<file path="config.mk">
export PLATFORM = sky130hd
export DESIGN_NAME = io_trigger_sequencer
export DESIGN_NICKNAME = d
export VERILOG_FILES = /design/src/rtl/io_trigger_sequencer_pkg.sv /design/src/rtl/io_trigger_sequencer_seq_cycle_timer.sv /design/src/rtl/io_trigger_sequencer.sv
export SDC_FILE = /design/constraint.sdc
export NUM_CORES = 1
export LEC_CHECK = 0
export CORE_MARGIN = 2
export CORE_UTILIZATION = 53
export CTS_CLUSTER_DIAMETER = 100
export DETAILED_ROUTE_END_ITERATION = 7
export PLACE_DENSITY_LB_ADDON = 0.05
export SYNTH_ARGS = -nofsm -noshare
export SYNTH_HDL_FRONTEND = slang
export SYNTH_SLANG_ARGS = --single-unit
</file>
<file path="constraint.sdc">
create_clock -name clk -period 6.4 [get_ports clk]
set_clock_uncertainty 0.15 [all_clocks]
set_input_delay 1.28 -clock clk [delete_from_list [all_inputs] [get_ports clk]]
set_output_delay 1.28 -clock clk [all_outputs]
set_load 0.01 [all_outputs]
</file>
<file path="src/rtl/io_trigger_sequencer_pkg.sv">
// Shared definitions for the IO trigger sequencer.
//   seq_state_t      : sequencer FSM states
//   TRIG_TERMINATOR  : all-ones word that ends a trigger_system state table
//   ENTRY_*          : field positions inside an 18-bit pattern entry
//   HIGH_INF         : "no upper bound" value for the HIGH field
//   make_entry()     : packs {state, high, low} into one pattern entry
package io_trigger_sequencer_pkg;

    typedef enum logic [2:0] {
        ST_IDLE    = 3'd0,
        ST_LOAD    = 3'd1,
        ST_TERM    = 3'd2,
        ST_SETTLE  = 3'd3,
        ST_ARMED   = 3'd4,
        ST_HOLDOFF = 3'd5
    } seq_state_t;

    localparam logic [17:0] TRIG_TERMINATOR = 18'h3FFFF;

    localparam int unsigned ENTRY_LOW_LSB   = 0;
    localparam int unsigned ENTRY_LOW_MSB   = 7;
    localparam int unsigned ENTRY_HIGH_LSB  = 8;
    localparam int unsigned ENTRY_HIGH_MSB  = 16;
    localparam int unsigned ENTRY_STATE_BIT = 17;

    localparam logic [8:0] HIGH_INF = 9'd511;

    function automatic logic [17:0] make_entry(input logic st, input logic [8:0] high,
                                               input logic [7:0] low);
        logic [17:0] e;
        e = '0;
        e[ENTRY_STATE_BIT]                = st;
        e[ENTRY_HIGH_MSB:ENTRY_HIGH_LSB]  = high;
        e[ENTRY_LOW_MSB:ENTRY_LOW_LSB]    = low;
        return e;
    endfunction

endpackage

</file>
<file path="src/rtl/io_trigger_sequencer_seq_cycle_timer.sv">
// Loadable down-counter used for settle, holdoff and armed-timeout intervals.
//   clk, rst    : clock, asynchronous active-high reset
//   load        : load load_value (takes priority over counting)
//   load_value  : interval length in cycles; 0 never raises done
//   done        : high during the last cycle of the loaded interval
module seq_cycle_timer #(
    parameter int unsigned WIDTH = 32
) (
    input  logic             clk,
    input  logic             rst,
    input  logic             load,
    input  logic [WIDTH-1:0] load_value,
    output logic             done
);

    logic [WIDTH-1:0] remaining;

    always_ff @(posedge clk or posedge rst) begin
        if (rst) begin
            remaining <= '0;
        end else if (load) begin
            remaining <= load_value;
        end else if (remaining != '0) begin
            remaining <= remaining - 1'b1;
        end
    end

    // Loaded at the edge that enters the interval, so a value of N makes
    // done appear in the N-th cycle of that interval.
    assign done = (remaining == WIDTH'(1));

endmodule

</file>
<file path="src/rtl/io_trigger_sequencer.sv">
// Sequencer for the trigger_system pattern engine: loads the state RAM from a
// host entry stream, appends the terminator, settles the engine in reset,
// arms it and gates its trigger output (single shot / continuous).
//   load_start/num_entries/entry_*  : host load interface
//   arm/disarm/continuous           : arming control
//   holdoff_cycles/timeout_cycles   : continuous-mode dead time, armed timeout
//   state_prog_*                    : state RAM programming port
//   ts_rst/ts_trig                  : engine reset and raw trigger
//   trig_out, busy, armed, triggered, timed_out, trig_count : status
module io_trigger_sequencer
    import io_trigger_sequencer_pkg::*;
#(
    parameter int unsigned STATEADDR_WIDTH  = 6,
    parameter int unsigned STATEADDR_STATES = 64,
    parameter int unsigned SETTLE_CYCLES    = 4
) (
    input  logic                       clk,
    input  logic                       rst,
    input  logic                       load_start,
    input  logic [STATEADDR_WIDTH-1:0] num_entries,
    input  logic                       entry_valid,
    output logic                       entry_ready,
    input  logic [17:0]                entry_data,
    input  logic                       arm,
    input  logic                       disarm,
    input  logic                       continuous,
    input  logic [15:0]                holdoff_cycles,
    input  logic [31:0]                timeout_cycles,
    output logic                       state_prog_en,
    output logic [STATEADDR_WIDTH-1:0] state_prog_addr,
    output logic                       state_prog_wr,
    output logic [17:0]                state_prog_data,
    output logic                       ts_rst,
    input  logic                       ts_trig,
    output logic                       trig_out,
    output logic                       busy,
    output logic                       armed,
    output logic                       triggered,
    output logic                       timed_out,
    output logic [15:0]                trig_count
);

    localparam logic [STATEADDR_WIDTH-1:0] MAX_ENTRIES = STATEADDR_WIDTH'(STATEADDR_STATES - 1);

    seq_state_t                 state_q, state_d;
    logic                       settle_to_armed;
    logic [STATEADDR_WIDTH-1:0] wr_addr, entry_count, load_count;
    logic                       start_load, start_arm, accept, term_wr;
    logic                       trig_fire, timeout_fire;
    logic                       timer_load, timer_done;
    logic [31:0]                timer_value, holdoff_len;

    assign start_load = (state_q == ST_IDLE) && load_start;
    assign start_arm  = (state_q == ST_IDLE) && !load_start && arm;
    assign load_count = (32'(num_entries) > STATEADDR_STATES - 1) ? MAX_ENTRIES : num_entries;

    assign entry_ready  = (state_q == ST_LOAD) && (wr_addr < entry_count);
    assign accept       = entry_ready && entry_valid;
    assign term_wr      = (state_q == ST_TERM) && !disarm;
    // disarm beats the trigger, and the trigger beats the timeout
    assign trig_fire    = (state_q == ST_ARMED) && ts_trig && !disarm;
    assign timeout_fire = (state_q == ST_ARMED) && timer_done && !ts_trig && !disarm;

    // One extra holdoff cycle covers the trig_out cycle, during which ts_rst is
    // kept low, so the engine still sees the full max(holdoff, settle) reset.
    assign holdoff_len = ((32'(holdoff_cycles) > 32'(SETTLE_CYCLES)) ?
                          32'(holdoff_cycles) : 32'(SETTLE_CYCLES)) + 32'd1;

    always_comb begin
        state_d = state_q;
        unique case (state_q)
            ST_IDLE: begin
                if (load_start)  state_d = ST_LOAD;
                else if (arm)    state_d = ST_SETTLE;
            end
            ST_LOAD: begin
                if (disarm)                        state_d = ST_IDLE;
                else if (wr_addr == entry_count)   state_d = ST_TERM;
            end
            ST_TERM: state_d = disarm ? ST_IDLE : ST_SETTLE;
            ST_SETTLE: begin
                if (timer_done) state_d = settle_to_armed ? ST_ARMED : ST_IDLE;
            end
            ST_ARMED: begin
                if (disarm)            state_d = ST_IDLE;
                else if (ts_trig)      state_d = continuous ? ST_HOLDOFF : ST_IDLE;
                else if (timer_done)   state_d = ST_IDLE;
            end
            ST_HOLDOFF: begin
                if (disarm)          state_d = ST_IDLE;
                else if (timer_done) state_d = ST_ARMED;
            end
            default: state_d = ST_IDLE;
        endcase
    end

    // Every timed state is entered through a state change, so the timer is
    // (re)loaded on any transition with the length of the state being entered.
    assign timer_load = (state_d != state_q);

    always_comb begin
        timer_value = '0;
        unique case (state_d)
            ST_SETTLE:  timer_value = 32'(SETTLE_CYCLES);
            ST_HOLDOFF: timer_value = holdoff_len;
            ST_ARMED:   timer_value = timeout_cycles;
            default:    timer_value = '0;
        endcase
    end

    seq_cycle_timer #(.WIDTH(32)) u_timer (
        .clk        (clk),
        .rst        (rst),
        .load       (timer_load),
        .load_value (timer_value),
        .done       (timer_done)
    );

    assign state_prog_en   = (state_q == ST_LOAD) || (state_q == ST_TERM);
    assign state_prog_wr   = accept || term_wr;
    assign state_prog_addr = state_prog_en ? wr_addr : '0;
    assign state_prog_data = accept ? entry_data : (term_wr ? TRIG_TERMINATOR : '0);

    assign ts_rst = (state_q != ST_ARMED) && !trig_out;
    assign busy   = (state_q == ST_LOAD) || (state_q == ST_TERM) || (state_q == ST_SETTLE);
    assign armed  = (state_q == ST_ARMED);

    always_ff @(posedge clk or posedge rst) begin
        if (rst) begin
            state_q         <= ST_IDLE;
            settle_to_armed <= 1'b0;
            wr_addr         <= '0;
            entry_count     <= '0;
            trig_out        <= 1'b0;
            triggered       <= 1'b0;
            timed_out       <= 1'b0;
            trig_count      <= '0;
        end else begin
            state_q  <= state_d;
            trig_out <= trig_fire;
            if (start_load) begin
                wr_addr         <= '0;
                entry_count     <= load_count;
                settle_to_armed <= 1'b0;
                triggered       <= 1'b0;
                timed_out       <= 1'b0;
                trig_count      <= '0;
            end else if (start_arm) begin
                settle_to_armed <= 1'b1;
                triggered       <= 1'b0;
                timed_out       <= 1'b0;
            end
            if (accept) wr_addr <= wr_addr + 1'b1;
            if (trig_fire) begin
                triggered <= 1'b1;
                if (trig_count != '1) trig_count <= trig_count + 1'b1;
            end
            if (timeout_fire) timed_out <= 1'b1;
        end
    end

endmodule

</file>
==> results of run 1 <==
[power breakdown]
part           leakage [nW]  internal (mW)  switching (mW)
logic                  1.74          0.566           0.619
clock network         0.114          0.222           0.180
registers             0.906          0.499          0.0886
total                  2.75           1.29           0.888
[synthesized netlist by cell type (2+ instances only)]
cell type,number
a21o_1,2
a21oi_1,7
a221o_1,3
a22oi_1,15
a31o_2,2
and2_1,11
and3_1,4
buf_4,4
buf_6,2
clkbuf_1,15
dfrtp_1,67
ha_1,12
inv_1,20
mux2i_1,36
nand2_1,92
nand2b_1,5
nand3_1,24
nand3b_1,2
nand4_1,10
nor2_1,43
nor2b_1,5
nor3_1,16
nor3b_1,2
nor4_1,10
nor4_2,2
nor4b_1,3
o211a_1,2
o21a_1,22
o21ai_0,27
o21ai_1,5
o31ai_1,2
o41ai_1,4
or3_1,3
or4_1,2
xnor2_1,21
xor2_1,22
[layout by cell type, fill, tap and decap left out, drive strengths merged, types with 3 or more instances in the layout]
master / Yosys / routed
nand3: 24 / 24
o41ai: 4 / 4
xnor2: 21 / 21
nand2: 93 / 93
nor2b: 5 / 5
nand4: 10 / 10
ha: 12 / 12
o21ai: 33 / 33
and3: 4 / 4
nor3: 16 / 16
nand2b: 5 / 5
mux2i: 36 / 36
dfrtp: 67 / 67
inv: 21 / 22
a21oi: 8 / 8
nor4b: 3 / 3
or3: 3 / 3
a22oi: 15 / 15
a221o: 3 / 3
o21a: 22 / 22
clkinv: 0 / 4
nor2: 43 / 43
buf: 7 / 5
clkdlybuf4s50: 0 / 128
nor4: 13 / 13
clkbuf: 15 / 9
and2: 11 / 11
xor2: 22 / 22
[registers in the layout, indices dropped and copies added (netlist names)]
| register | count |
|---|---|
| u_timer.remaining | 32 |
| trig_count | 16 |
| entry_count | 6 |
| wr_addr | 6 |
| state_q | 3 |
| settle_to_armed | 1 |
| timed_out | 1 |
| trig_out | 1 |
| triggered | 1 |
[worst max-delay path: stages (launching register included)]
cell	delay (ps)
dfrtp_1	440
ha_1	320
nor2b_1	130
o21a_1	170
o21a_1	160
o21a_1	170
o21ai_0	350
nand2_1	440
o21a_1	320
clkdlybuf4s50_1	500
[path summary, 6_finish.rpt]
| check | from | end | cells after the start |
|---|---|---|---|
| worst min-delay path | entry_count[0]$_DFFE_PP0P_ | entry_count[0]$_DFFE_PP0P_ | 2 |
| worst min register to register | entry_count[0]$_DFFE_PP0P_ | entry_count[0]$_DFFE_PP0P_ | 2 |
| max in group asynchronous | rst | u_timer.remaining[6]$_DFFE_PP0P_ | 3 |
| worst max register to register | u_timer.remaining[22]$_DFFE_PP0P_ | u_timer.remaining[6]$_DFFE_PP0P_ | 7 |
| min in group asynchronous | rst | trig_count[4]$_DFF_PP0_ | 3 |
| worst max-delay path | wr_addr[1]$_DFFE_PP0P_ | state_prog_data[13] | 9 |
[per-stage QoR]
| step | area (sq um) | worst slack (ps) | cells | utilization, % | total power [mW] |
|---|---|---|---|---|---|
| final | 6250 | 1620 | 784 | 72.4 | 2.17 |
| after global routing | 6250 | 1500 | 784 | 72.4 | 2.32 |
| after CTS | 6250 | 1650 | 784 | 72.4 | 2.18 |
| after detailed placement | 6030 | 1830 | 768 | 69.8 | 1.77 |
| after global placement | 6030 | 1880 | 768 | 69.8 | 1.73 |
| after floorplan | 4680 | 2310 | 549 | - | 1.39 |
[cells by family after synthesis]
logic type	share of synthesized area, %
AND/OR/NAND/NOR	25.6
AO/OA/AOI/OAI	15.2
flip-flops	35.8
XOR/XNOR	8.05
buffers and inverters	4.12
multiplexers	7.94
adder cells (fa/ha/maj)	3.21
[area by class of cell]
| class | instances | area [sq um] |
|---|---|---|
| clock buffers | 9 | 124 |
| inverters | 21 | 78.8 |
| flip-flops and latches | 67 | 1680 |
| clock inverters | 7 | 100 |
| well taps | 108 | 135 |
| multi-input cells | 439 | 2820 |
| repair buffers | 133 | 1320 |
| fillers | 673 | 2380 |
[per-layer routing]
metal	vias up	wire length, um
met4	0	165
li1	2195	-
met5	-	0
met3	17	467
met2	111	6010
met1	2120	5290
==> results.txt, run 1 <==
Final net count -> 763
HPWL Detailed -> 8870 um
Starting Density -> 54.2%
H-tree depth -> 3
Hold Buf Count CTS -> 0
Syn nets -> 641
Worst R2R Setup Slack -> 2990 ps
Hold Path Class -> flop to flop
Fin crit share -> 74.8%
Root Driver -> clkbuf_8
PD cells -> 348 nW/um^2
DR DRC count -> 0
Clk slew on worst S/H paths -> 80 ps
Clock Latency Late Sink -> 350 ps
RSZ-0062 raised after global routing -> false
P_leak -> 2.75 nW
Slew HR -> 43.2%
Total grt overflow -> 0
Setup_tns -> 0 ps
Number of CTS-inserted buffers -> 9
Vias/cell -> 5.67
GR peak layer -> met2
Max_cap viols -> 0
Diode count -> 0
Netlist cell types -> 61
Yosys top cell by area -> dfrtp_1
Die ar. -> 9600 sq um
Peak VDD IR -> 0.159 mV
DRT antenna net count -> 0
Pre-antenna DRT Iters -> 4
Minimum hold slack -> 359 ps
Syn avg cell area -> 8.52 sq um
CTS tree -> done
CP Capture Type -> primary output
CTS Buffer Depth -> 2
Area growth, synth to finish -> 33.6%
Most area-consuming cells after synthesis -> dfrtp_1 (36%), mux2i_1 (7.7%), nand2_1 (7.4%)
Met1 Use GR -> 32.2%
Hold Fails Final Rpt -> 0
Die H -> 98.0 um
Register area share after synthesis -> 35.8%
Clk sinks -> 67
Critical Path Source Type -> flop
YS warnings -> 0
Mapped cell area -> 4680 sq um
FFs w/ async S/R, synth -> 100%
Arr. time, crit path -> 3350 ps
# resized after CTS -> 0
Initial antenna violation count -> 0
Initial DRC Count -> 153
Crit path max fanout -> 18
Post-CTS setup buffers -> 0
Die X -> 98.0 um
GPL Wtd Cong -> 0.795
I/O Buffers -> 128
Maximum clock rate -> 0.209 GHz
FP Rows -> 34
Vias in the first global route -> 4,305
Largest net degree at the start of global routing -> 68
Worst Tran Pin Value -> 851 ps
Synthesized instance count -> 549
Prevailing post-synth register cell -> dfrtp_1
Ratio of cells with drive above 1 in the final layout -> 5.18%
Crit path required time -> 4970 ps
Status -> finished, final reports clean
WS Path Type -> flop to primary output
Count of state elements after synthesis -> 67
Tmin final -> 4780 ps
Post-synth top area share -> 35.8%
Met2 GRT Util -> 44.3%
Number of synthesized flops with an enable pin -> 0
Total wire length -> 11,900 um
Core ar. -> 8640 sq um
Top Ports -> 129
First-pass GRT wire length -> 20,000 um
Vias -> 4,443
Max-slew violations -> 0
Wire length per cell -> 15.2 um
Global Route Usage Sum -> 25.1%
GR Layer Usage met3 -> 3.44%
Final setup fails -> 0
No activity file was read; power rests on OpenSTA's default activity.
==> run 2: changes to the inputs <==
--- a/config.mk
+++ b/config.mk
@@ -6,7 +6,7 @@
 export NUM_CORES = 1
 export LEC_CHECK = 0
 export CORE_MARGIN = 2
-export CORE_UTILIZATION = 53
+export CORE_UTILIZATION = 44
 export CTS_CLUSTER_DIAMETER = 100
 export DETAILED_ROUTE_END_ITERATION = 7
 export PLACE_DENSITY_LB_ADDON = 0.05
==> constraint.sdc (replaced) <==
create_clock -name clk -period 3.9 [get_ports clk]
set_clock_uncertainty 0.15 [all_clocks]
set_input_delay 0.78 -clock clk [delete_from_list [all_inputs] [get_ports clk]]
set_output_delay 0.78 -clock clk [all_outputs]
set_load 0.01 [all_outputs]
==> run 2 against run 1 <==
  * The flow now finishes with violations (negative setup slack)
  * Non-clock buffer count up 12
  * Critical path type unchanged
  * Register-to-register slack worse by 2200 ps
  * Cell count up 5.1%
  * Total power up 68%
  * Count of clock-buffer cells in the layout unchanged
  * Sequential share of layout area down 0.73 points
  * Flip-flop and latch count unchanged
  * Largest cell class unchanged
  * Critical path depth up 1
  * Design area up 2.8%
  * Routed wire length up 1.3%
  * Core utilization down 10 points
  * Sequential power up 63%
==> results.txt, run 2 (synthesized netlist as in run 1, its figures left out) <==
Clock Latency Late Sink -> 360 ps (about the same)
Number of CTS-inserted buffers -> 9 (unchanged)
Fin crit share -> 101%
Worst Tran Pin Value -> 715 ps (-136 ps)
CP max stage delay -> 500 ps (about the same)
RSZ-0062 raised after global routing -> true
Hold Buf Count CTS -> 0 (unchanged)
Vias -> 4,357 (-1.9%)
HPWL Detailed -> 8960 um (+1.0%)
Worst path cell trace -> ha_1, nor2b_1, o21a_1, o21a_1, o21a_1, o21ai_0, nand2_2, buf_12, o21a_1, clkdlybuf4s50_1
Clk slew on worst S/H paths -> 80 ps (about the same)
Tmin final -> 3930 ps
Initial DRC Count -> 181 (+18%)
Largest Register -> u_timer.remaining
Depth of the most critical reg-to-reg path -> 8 (+1)
Crit path max fanout -> 18 (unchanged)
Final Instance Area -> 6430 sq um (+2.8%)
CTS tree -> done
CP top delay family -> compound AO/OA/AOI/OAI gates
Clk sinks -> 67 (unchanged)
Hold depth -> 2 (unchanged)
Crit path top cell by count -> o21a_1
Placement Setup Slack -> 151 ps (-1680 ps)
Top Ports -> 129 (unchanged)
Peak VDD IR -> 0.280 mV (+76%)
Arr. time, crit path -> 3000 ps (-350 ps)
Pre-antenna DRT Iters -> 5 (+1)
DR DRC count -> 0 (unchanged)
Max-slew violations -> 0 (unchanged)
FP Rows -> 37 (+8.8%)
Top flop regs -> u_timer.remaining: 32 flops, trig_count: 16 flops
Core ar. -> 10,300 sq um (+20%)
Final setup fails -> 1 (+1)
First-pass GRT wire length -> 20,400 um (+2.3%)
Area growth, synth to finish -> 37.3%
Setup_tns -> -26.6 ps (-26.6 ps)
Total grt overflow -> 0 (unchanged)
CP Capture Type -> primary output
PD cells -> 568 nW/um^2 (+63%)
Largest net degree at the start of global routing -> 35 (-49%)
Hold Path Class -> flop to flop
Global Route Usage Sum -> 21.9% (-3.2 points)
Status -> finished with violations
Most common cell after layout, fill and taps aside -> clkdlybuf4s50_1
Crit path required time -> 2970 ps (-2000 ps)
Tot Pwr -> 3.65 mW (+68%)
Die X -> 107 um (+9.4%)
Vias/cell -> 5.29 (-6.7%)
Slew HR -> 52.2% (+9.0 points)
Die ar. -> 11,500 sq um (+20%)
GPL Wtd Cong -> 0.813 (+2.3%)
Wire length per cell -> 14.7 um (-3.6%)
Hold Fails Final Rpt -> 0 (unchanged)
Placed instance area -> 6110 sq um (+1.4%)
Most frequent cells in the layout -> clkdlybuf4s50_1 (121), nand2_1 (91), dfrtp_1 (67), nor2_1 (43), mux2i_1 (36)
Ratio of cells with drive above 1 in the final layout -> 7.27% (+2.1 points)
Max_cap viols -> 0 (unchanged)
Vias in the first global route -> 4,390 (+2.0%)
Diode count -> 0 (unchanged)
Failing checks -> negative setup slack
I/O Buffers -> 128 (unchanged)
WP buf/inv -> 2 (+1)
Starting Density -> 45.3% (-8.9 points)
Number of flip-flops in the largest register -> 32 (unchanged)
Initial antenna violation count -> 0 (unchanged)
Final net count -> 775 (+1.6%)
WS Path Type -> flop to primary output
Stages on worst setup path -> 10 (+1)
Crit-path slowest cell -> clkdlybuf4s50_1
Die H -> 107 um (+9.4%)
CTS Buffer Depth -> 2 (unchanged)
H-tree depth -> 3 (unchanged)
Total wire length -> 12,100 um (+1.3%)
P_leak -> 2.87 nW (+4.0%)
Maximum clock rate -> 0.255 GHz
Root Driver -> clkbuf_8
DRT antenna net count -> 0 (unchanged)
Final WS setup -> -26.6 ps (-1640 ps)
Critical Path Source Type -> flop
-- run 2: metrics by stage --
| stage | hold WS (ps) | std cells | util (%) |
|---|---|---|---|
| finish | 349 | 824 | 62.2 |
| global route | 394 | 824 | 62.2 |
| CTS | 349 | 820 | 61.9 |
| detailed placement | 325 | 801 | 59.2 |
| global placement | 335 | 801 | 59.2 |
| floorplan | 300 | 549 | - |
-- run 2: worst paths after layout --
path / start / end / slack [ps]
max: wr_addr[1]$_DFFE_PP0P_ / state_prog_data[2] / -30
min: entry_count[0]$_DFFE_PP0P_ / entry_count[0]$_DFFE_PP0P_ / 350
max reg2reg: u_timer.remaining[18]$_DFFE_PP0P_ / u_timer.remaining[7]$_DFFE_PP0P_ / 780
min reg2reg: entry_count[0]$_DFFE_PP0P_ / entry_count[0]$_DFFE_PP0P_ / 350
max in group asynchronous: rst / entry_count[2]$_DFFE_PP0P_ / 2040
min in group asynchronous: rst / u_timer.remaining[28]$_DFFE_PP0P_ / 690
-- run 2: cell type report --
cell class                      instances  area [sq um]
Tap cell                              136           170
Inverter                               21          78.8
Fill cell                             924          3900
Multi-Input combinational cell        439          2840
Clock buffer                            9           124
Clock inverter                          7           101
Timing Repair Buffer                  145          1430
Sequential cell                        67          1680
-- run 2: worst min-delay path: cells and delay by family (launching register included) --
family | cells | cell delay (ps)
flops | 1 | 360
simple gates | 2 | 110
-- run 2: per-layer routing --
| layer | track usage [%] | routed length, um | vias to the layer above |
|---|---|---|---|
| met1 | 28.2 | 5530 | 2042 |
| met4 | 5.66 | 116 | 0 |
| met2 | 37.7 | 5950 | 88 |
| met5 | 0 | 0 | - |
| met3 | 3.95 | 488 | 10 |
| li1 | - | - | 2217 |
-- run 2: power by group --
group | internal, mW | switching (mW) | leakage, nW | total, mW
Sequential | 0.819 | 0.140 | 0.906 | 0.959
Clock | 0.365 | 0.302 | 0.111 | 0.667
Combinational | 0.994 | 1.03 | 1.85 | 2.02
-- run 2: repair_timing --
| action | 4_1_cts | 5_1_grt |
|---|---|---|
| resized for setup | 13 | 3 |
| pin swaps | 2 | 0 |
| buffers inserted | 2 | 2 |
| endpoints found under the setup margin | 19 | 13 |
| cloned | 1 | 2 |
